File: src/rtl/nw_align_emitter.sv
// nw_align_emitter
// Turns the Needleman-Wunsch traceback coordinate stream, which runs from the
// string end back to (0,0), into alignment columns. The columns are stacked in
// a LIFO and then replayed in forward order on a valid/ready stream.
// Build option: define NW_SCORE_CHECK_EN to recompute the alignment score on
// score_chk. When it is not defined, score_chk is tied to zero.
//
// state    | meaning
// ---------+-----------------------------------------------------------------
// IDLE     | waiting for the first record of a path
// CAPTURE  | classifying each step and pushing the column of the previous cell
// FLUSH    | the origin has arrived; the terminal (0,0) column goes out first
// EMIT     | popping the LIFO onto the output stream
// ERR      | protocol error; everything is frozen until reset

module nw_align_emitter #(
   parameter int LENGTH      = 10,
   parameter int CWIDTH      = 2,
   parameter int SWIDTH      = 16,
   parameter int CORD_LENGTH = 8,
   parameter int MATCH       = 1,
   parameter int INDEL       = -1,
   parameter int MISMATCH    = -1
) (
   input  logic                     clk,
   input  logic                     reset,
   input  logic [LENGTH*CWIDTH-1:0] s1,
   input  logic [LENGTH*CWIDTH-1:0] s2,
   input  logic                     in_valid,
   output logic                     in_ready,
   input  logic [CORD_LENGTH-1:0]   in_x,
   input  logic [CORD_LENGTH-1:0]   in_y,
   input  logic                     in_last,
   output logic                     out_valid,
   input  logic                     out_ready,
   output logic [CWIDTH-1:0]        out_c1,
   output logic [CWIDTH-1:0]        out_c2,
   output logic                     out_gap1,
   output logic                     out_gap2,
   output logic                     out_last,
   output logic                     done,
   output logic                     err,
   output logic [SWIDTH-1:0]        score_chk
);

   localparam int DEPTH = 2 * LENGTH;
   localparam int PW    = $clog2(DEPTH) + 1;
   localparam int AW    = PW - 1;

   typedef enum logic [2:0] {
      S_IDLE,
      S_CAPTURE,
      S_FLUSH,
      S_EMIT,
      S_ERR
   } state_t;

   typedef struct packed {
      logic [CWIDTH-1:0] c1;
      logic [CWIDTH-1:0] c2;
      logic              g1;
      logic              g2;
   } col_t;

   // An index that lies past the string end reads as character 0. This keeps
   // the select free of X values when a malformed path is being rejected.
   function automatic logic [CWIDTH-1:0] char_at(input logic [LENGTH*CWIDTH-1:0] s,
                                                 input logic [CORD_LENGTH-1:0]   idx);
      logic [CWIDTH-1:0] c;
      c = '0;
      for (int j = 0; j < LENGTH; j++) begin
         if (idx == CORD_LENGTH'(j)) c = s[j*CWIDTH +: CWIDTH];
      end
      return c;
   endfunction

   state_t                 state_q;
   logic                   in_ready_q;
   logic                   out_valid_q;
   col_t                   out_col_q;
   logic                   out_last_q;
   logic                   done_q;
   logic                   err_q;
   logic [PW-1:0]          ptr_q;
   logic [CORD_LENGTH-1:0] prev_x_q;
   logic [CORD_LENGTH-1:0] prev_y_q;
   col_t                   lifo_q [0:DEPTH-1];

   logic                   in_acc;
   logic                   lifo_full;
   logic                   cur_origin;
   logic                   step_ok;
   logic                   push_step;
   logic                   push_term;
   logic                   first_acc;
   logic [CORD_LENGTH-1:0] dx_d;
   logic [CORD_LENGTH-1:0] dy_d;
   logic [AW-1:0]          top_idx_d;
   col_t                   step_col_d;
   col_t                   term_col_d;

   // Classify the step from the previous cell to the incoming cell, then build the column for the previous cell.
   always_comb begin
      in_acc     = in_valid && in_ready_q;
      lifo_full  = (ptr_q == PW'(DEPTH));
      cur_origin = (in_x == '0) && (in_y == '0);
      dx_d       = prev_x_q - in_x;
      dy_d       = prev_y_q - in_y;
      step_col_d = '0;
      step_ok    = 1'b0;
      if (dx_d == CORD_LENGTH'(1) && dy_d == CORD_LENGTH'(1)) begin
         step_ok       = 1'b1;
         step_col_d.c1 = char_at(s1, prev_y_q);
         step_col_d.c2 = char_at(s2, prev_x_q);
      end else if (dx_d == '0 && dy_d == CORD_LENGTH'(1)) begin
         step_ok       = 1'b1;
         step_col_d.c1 = char_at(s1, prev_y_q);
         step_col_d.g2 = 1'b1;
      end else if (dx_d == CORD_LENGTH'(1) && dy_d == '0) begin
         step_ok       = 1'b1;
         step_col_d.g1 = 1'b1;
         step_col_d.c2 = char_at(s2, prev_x_q);
      end
      term_col_d    = '0;
      term_col_d.c1 = s1[CWIDTH-1:0];
      term_col_d.c2 = s2[CWIDTH-1:0];
      push_step     = (state_q == S_CAPTURE) && in_acc && step_ok && !lifo_full;
      push_term     = (state_q == S_FLUSH) && !lifo_full;
      first_acc     = (state_q == S_IDLE) && in_acc;
      top_idx_d     = AW'(ptr_q - PW'(1));
   end

   // LIFO storage. The terminal column is never stored; FLUSH sends it straight to the output register.
   always_ff @(posedge clk) begin
      if (push_step) lifo_q[ptr_q[AW-1:0]] <= step_col_d;
   end

   // Sequencing FSM with registered handshake, output data, done and err.
   always_ff @(posedge clk) begin
      if (reset) begin
         state_q     <= S_IDLE;
         in_ready_q  <= 1'b0;
         out_valid_q <= 1'b0;
         out_col_q   <= '0;
         out_last_q  <= 1'b0;
         done_q      <= 1'b0;
         err_q       <= 1'b0;
         ptr_q       <= '0;
         prev_x_q    <= '0;
         prev_y_q    <= '0;
      end else begin
         done_q <= 1'b0;
         case (state_q)
            S_IDLE: begin
               in_ready_q <= 1'b1;
               if (in_acc) begin
                  prev_x_q <= in_x;
                  prev_y_q <= in_y;
                  ptr_q    <= '0;
                  if (!in_last) begin
                     state_q <= S_CAPTURE;
                  end else begin
                     in_ready_q <= 1'b0;
                     if (cur_origin) begin
                        state_q <= S_FLUSH;
                     end else begin
                        state_q <= S_ERR;
                        err_q   <= 1'b1;
                     end
                  end
               end
            end
            S_CAPTURE: begin
               if (in_acc) begin
                  prev_x_q <= in_x;
                  prev_y_q <= in_y;
                  if (!step_ok || lifo_full) begin
                     state_q    <= S_ERR;
                     err_q      <= 1'b1;
                     in_ready_q <= 1'b0;
                  end else begin
                     ptr_q <= ptr_q + PW'(1);
                     if (in_last) begin
                        in_ready_q <= 1'b0;
                        if (cur_origin) begin
                           state_q <= S_FLUSH;
                        end else begin
                           state_q <= S_ERR;
                           err_q   <= 1'b1;
                        end
                     end
                  end
               end
            end
            S_FLUSH: begin
               if (lifo_full) begin
                  state_q <= S_ERR;
                  err_q   <= 1'b1;
               end else begin
                  out_col_q   <= term_col_d;
                  out_valid_q <= 1'b1;
                  out_last_q  <= (ptr_q == '0);
                  state_q     <= S_EMIT;
               end
            end
            S_EMIT: begin
               if (out_valid_q && out_ready) begin
                  if (out_last_q) begin
                     out_valid_q <= 1'b0;
                     out_last_q  <= 1'b0;
                     done_q      <= 1'b1;
                     in_ready_q  <= 1'b1;
                     state_q     <= S_IDLE;
                  end else begin
                     out_col_q  <= lifo_q[top_idx_d];
                     out_last_q <= (ptr_q == PW'(1));
                     ptr_q      <= ptr_q - PW'(1);
                  end
               end
            end
            S_ERR: begin
               in_ready_q  <= 1'b0;
               out_valid_q <= 1'b0;
               err_q       <= 1'b1;
            end
            default: begin
               state_q     <= S_ERR;
               err_q       <= 1'b1;
               in_ready_q  <= 1'b0;
               out_valid_q <= 1'b0;
            end
         endcase
      end
   end

   assign in_ready  = in_ready_q;
   assign out_valid = out_valid_q;
   assign out_c1    = out_col_q.c1;
   assign out_c2    = out_col_q.c2;
   assign out_gap1  = out_col_q.g1;
   assign out_gap2  = out_col_q.g2;
   assign out_last  = out_last_q;
   assign done      = done_q;
   assign err       = err_q;

`ifdef NW_SCORE_CHECK_EN
   function automatic logic [SWIDTH-1:0] col_weight(input col_t c);
      if (c.g1 || c.g2)  return SWIDTH'(INDEL);
      if (c.c1 == c.c2)  return SWIDTH'(MATCH);
      return SWIDTH'(MISMATCH);
   endfunction

   logic [SWIDTH-1:0] score_q;

   // Running score over every pushed column. It holds after done until the next path starts.
   always_ff @(posedge clk) begin
      if (reset) begin
         score_q <= '0;
      end else if (first_acc) begin
         score_q <= '0;
      end else if (push_step) begin
         score_q <= score_q + col_weight(step_col_d);
      end else if (push_term) begin
         score_q <= score_q + col_weight(term_col_d);
      end
   end

   assign score_chk = score_q;
`else
   logic score_unused;
   assign score_unused = (MATCH != 0) ^ (INDEL != 0) ^ (MISMATCH != 0) ^ first_acc ^ push_term;
   assign score_chk    = '0;
`endif

endmodule

File: config.mk
export PLATFORM = sky130hd
export DESIGN_NAME = nw_align_emitter
export DESIGN_NICKNAME = d
export VERILOG_FILES = /design/src/rtl/nw_align_emitter.sv
export SDC_FILE = /design/constraint.sdc
export NUM_CORES = 1
export LEC_CHECK = 0
export BUFFER_PORTS_ARGS = -buffer_cell sky130_fd_sc_hd__buf_4
export CAP_MARGIN = 30
export CORE_MARGIN = 2
export CORE_UTILIZATION = 45
export CTS_CLUSTER_SIZE = 24
export DETAILED_ROUTE_END_ITERATION = 7
export SLEW_MARGIN = 20
export SYNTH_ARGS = -nofsm -noshare
export SYNTH_HDL_FRONTEND = slang
export SYNTH_SLANG_ARGS = --single-unit
File: constraint.sdc
create_clock -name clk -period 4.9 [get_ports clk]
set_clock_uncertainty 0.1 [all_clocks]
set_input_delay 1.225 -clock clk [delete_from_list [all_inputs] [get_ports clk]]
set_output_delay 1.225 -clock clk [all_outputs]
set_load 0.05 [all_outputs]
==> flow_metrics.py <==
metrics = {
    "hold_path": {
        "hold_class": "flop to flop",
        "worstHoldStart": "prev_x_q[4]",
    },
    "synth": {
        "synth_compound_area_share_pct": 9.37,
        "yosysMostFrequentCell": "edfxtp_1",
        "synth_commonest_cells": "120 x edfxtp_1, 62 x nor2_1, 54 x nand2_1",
        "synth_area_leader_cell": "edfxtp_1",
        "synth_top_family_by_area": "multiplexers",
        "synthDominantCellAreaShare_pct": 46.2,
        "synth_edf_count": 120,
        "ys_seq_area_share_pct": 55.5,
        "yosys_warnings": 0,
        "synth-adder-area-share_pct": 3.40,
        "synth_cell_types": 63,
        "syn_area_per_cell_sq_um": 12.5,
        "ys_ff_latch": 156,
        "synth-simple-area-share_pct": 12.0,
        "syn_area_sq_um": 7790,
        "synthTopCellsByArea": "edfxtp_1 46%, mux4_2 11%, dfxtp_1 9.2%",
        "syn_inst": 625,
        "muxShareOfSynthArea_pct": 14.1,
        "synthArstFlopShare_pct": 0,
        "synthXorXnorAreaFrac_pct": 1.24,
        "synthFlopType": "edfxtp_1",
    },
    "run_status": {
        "status": "finished clean",
    },
    "sta": {
        "hold_slack_ns": 0.384,
        "fin_crit_sh_pct": 85.9,
        "tns_ns": 0,
        "min_period_ns": 4.21,
        "finalSetupViolCount": 0,
        "rsz0062_at_grt": "no",
        "slew_viol_final": 0,
        "slew_headroom_pct": 45.6,
        "hold_viol": 0,
        "worst_pin_slew_ns": 0.810,
        "setup_slack_ns": 0.691,
        "max_clock_freq_mhz": 238,
    },
    "cells_and_area": {
        "final_util_pct": 53.6,
        "seq_area_sq_um": 4330,
        "antennaDiodeCount": 0,
        "multiInputGateArea_sq_um": 3210,
        "area_growth_pct": 17.7,
        "stdcell_area_sq_um": 9180,
        "nFillCells": 1470,
        "layout.nets": 786,
        "drive_above_1_share_pct": 24.7,
    },
    "detailed_routing": {
        "drt-total-wl_mm": 19.3,
        "drtPass1Iterations": 5,
        "drc": 0,
        "routedWlPerCell_um": 20.5,
        "drtAntennaViolNets": 0,
        "vias": 5450,
        "drt-initial-drc-count": 388,
        "vias_per_cell": 5.78,
    },
    "die": {
        "die_x_um": 136,
        "io_pins": 88,
        "fp.coreArea_sq_um": 17100,
        "die_height_um": 136,
        "initial_core_util_pct": 45.5,
        "rows": 48,
        "dieArea_sq_um": 18400,
    },
    "clock_tree": {
        "cts.htree.levels": 4,
        "post_cts_buffers": 0,
        "cts_resized": 0,
        "tritoncts": "built",
        "root_buffer": "clkbuf_16",
        "numCtsBuffers": 17,
        "cts_buffer_depth": 2,
        "cts_num_sinks": 156,
        "clk_pin_slew_worst_paths_ns": 0.06,
        "cts_hold_buf": 0,
        "clock_latency_ns": 0.43,
    },
    "critical_path": {
        "crit_fanout": 6,
        "endpoint_kind": "flop",
        "cp-startpoint": "in_y[0]",
        "worstPathArrival_ns": 4.17,
        "worstSetupPathType": "input pin to flop",
        "crit_required_ns": 4.86,
        "timing.rr.start": "prev_y_q[0]",
        "start_kind": "input pin",
    },
    "power_and_ir_drop": {
        "p_comb_share_pct": 11.6,
        "internal_power_w": 0.00233,
        "power.switching_w": 0.000784,
        "power_leakage_nw": 3.54,
        "switching_share_pct": 25.2,
        "clock_power_share_pct": 42.1,
        "ir_worst_vdd_v": 0.000304,
        "powerDensity_nw_per_um2": 340,
        "seq_power_share_pct": 46.3,
    },
    "placed_design": {
        "globalplace.congestion": 0.915,
        "io_buffers": 71,
        "place_area_sq_um": 8580,
        "dp_slack_ns": 0.313,
        "dp_hpwl_mm": 13.5,
    },
    "global_route": {
        "grt_pass1_vias": 5300,
        "overflow": 0,
        "grt_max_degree": 40,
        "antenna_found_initial": 0,
        "track_usage_pct": 22.0,
        "grt_pass1_wl_mm": 30.1,
    },
    "job": {
        "timing.max_cap.violations": 0,
    },
}
-- registers in the layout, indices dropped and copies added (netlist names), 2 cells and up --
register / cells
lifo_q: 120
prev_x_q: 8
prev_y_q: 8
ptr_q: 6
state_q: 3
out_c1: 2
out_c2: 2
-- logic make-up (layout without fill, tap and decap cells) --
group,Yosys count,after routing
compound gates,112,112
xor+xnor,11,11
fa+ha+maj,20,20
buf+inv,68,146
flops,156,156
mux,58,58
other cells,1,16
simple gates,199,199
-- metrics by stage --
step / std cells / total power (W)
final: 943 / 0.00312
after floorplan: 640 / 0.00172
after CTS: 943 / 0.00313
after global routing: 943 / 0.00324
after detailed placement: 911 / 0.00183
after global placement: 910 / 0.00182
-- worst max-delay path, cell delays in order --
cell	delay [ns]
buf_4	0.12
ha_1	0.21
fa_1	0.40
nor2b_1	0.15
o21ai_0	0.15
nor4_1	0.31
a221oi_1	0.16
a21oi_1	0.26
and3_1	0.33
nand3_1	0.34
nor2_1	0.52
-- metal layers --
metal	share of wire [%]	GRT usage (%)
met4	1.4	5.50
met1	43	30.0
met2	49	36.1
met5	0	0
met3	7.1	4.53
-- cell usage in the layout, fill, tap and decap left out, types with 3 or more instances in the layout --
cell type	count
dfxtp_1	35
a22o_1	3
a22oi_1	4
clkbuf_16	17
conb_1	16
mux2i_1	11
xor2_1	7
mux4_2	38
o21ai_0	16
o2111ai_1	3
nor3_2	3
a211oi_1	8
nand2_1	54
nor2b_1	6
inv_6	3
and3_1	6
nand4_1	5
a31oi_1	7
ha_1	18
a21oi_1	42
edfxtp_1	120
buf_4	89
nand3_1	18
mux2_2	7
o211ai_1	3
nor2_1	62
o31ai_1	3
nor3_1	15
nor4_1	10
xnor2_1	4
inv_1	25
-- path summary, 6_finish.rpt --
path | endpoint | slack (ns) | cells past startpoint
worst max register to register | lifo_q[11][0] | 0.94 | 11
worst max-delay path | lifo_q[11][0] | 0.69 | 11
worst min register to register | prev_x_q[4] | 0.38 | 2
worst min-delay path | prev_x_q[4] | 0.38 | 2
-- final cells by class --
class	instances	share of cell area [%]
Multi-Input combinational cell	416	35.0
Clock inverter	14	1.77
Inverter	25	1.02
Sequential cell	156	47.1
Timing Repair Buffer	89	7.28
Tap cell	225	3.07
Clock buffer	18	4.68
-- power by group through the flow --
stage,combinational (W),clock (W),sequential (W)
2_1_floorplan,0.000256,0,0.00147
3_3_place_gp,0.000351,0,0.00147
3_5_place_dp,0.000356,0,0.00147
4_1_cts,0.000358,0.00133,0.00144
5_1_grt,0.000393,0.00140,0.00145
6_report,0.000360,0.00131,0.00144
(Power assumes the default switching activity.)
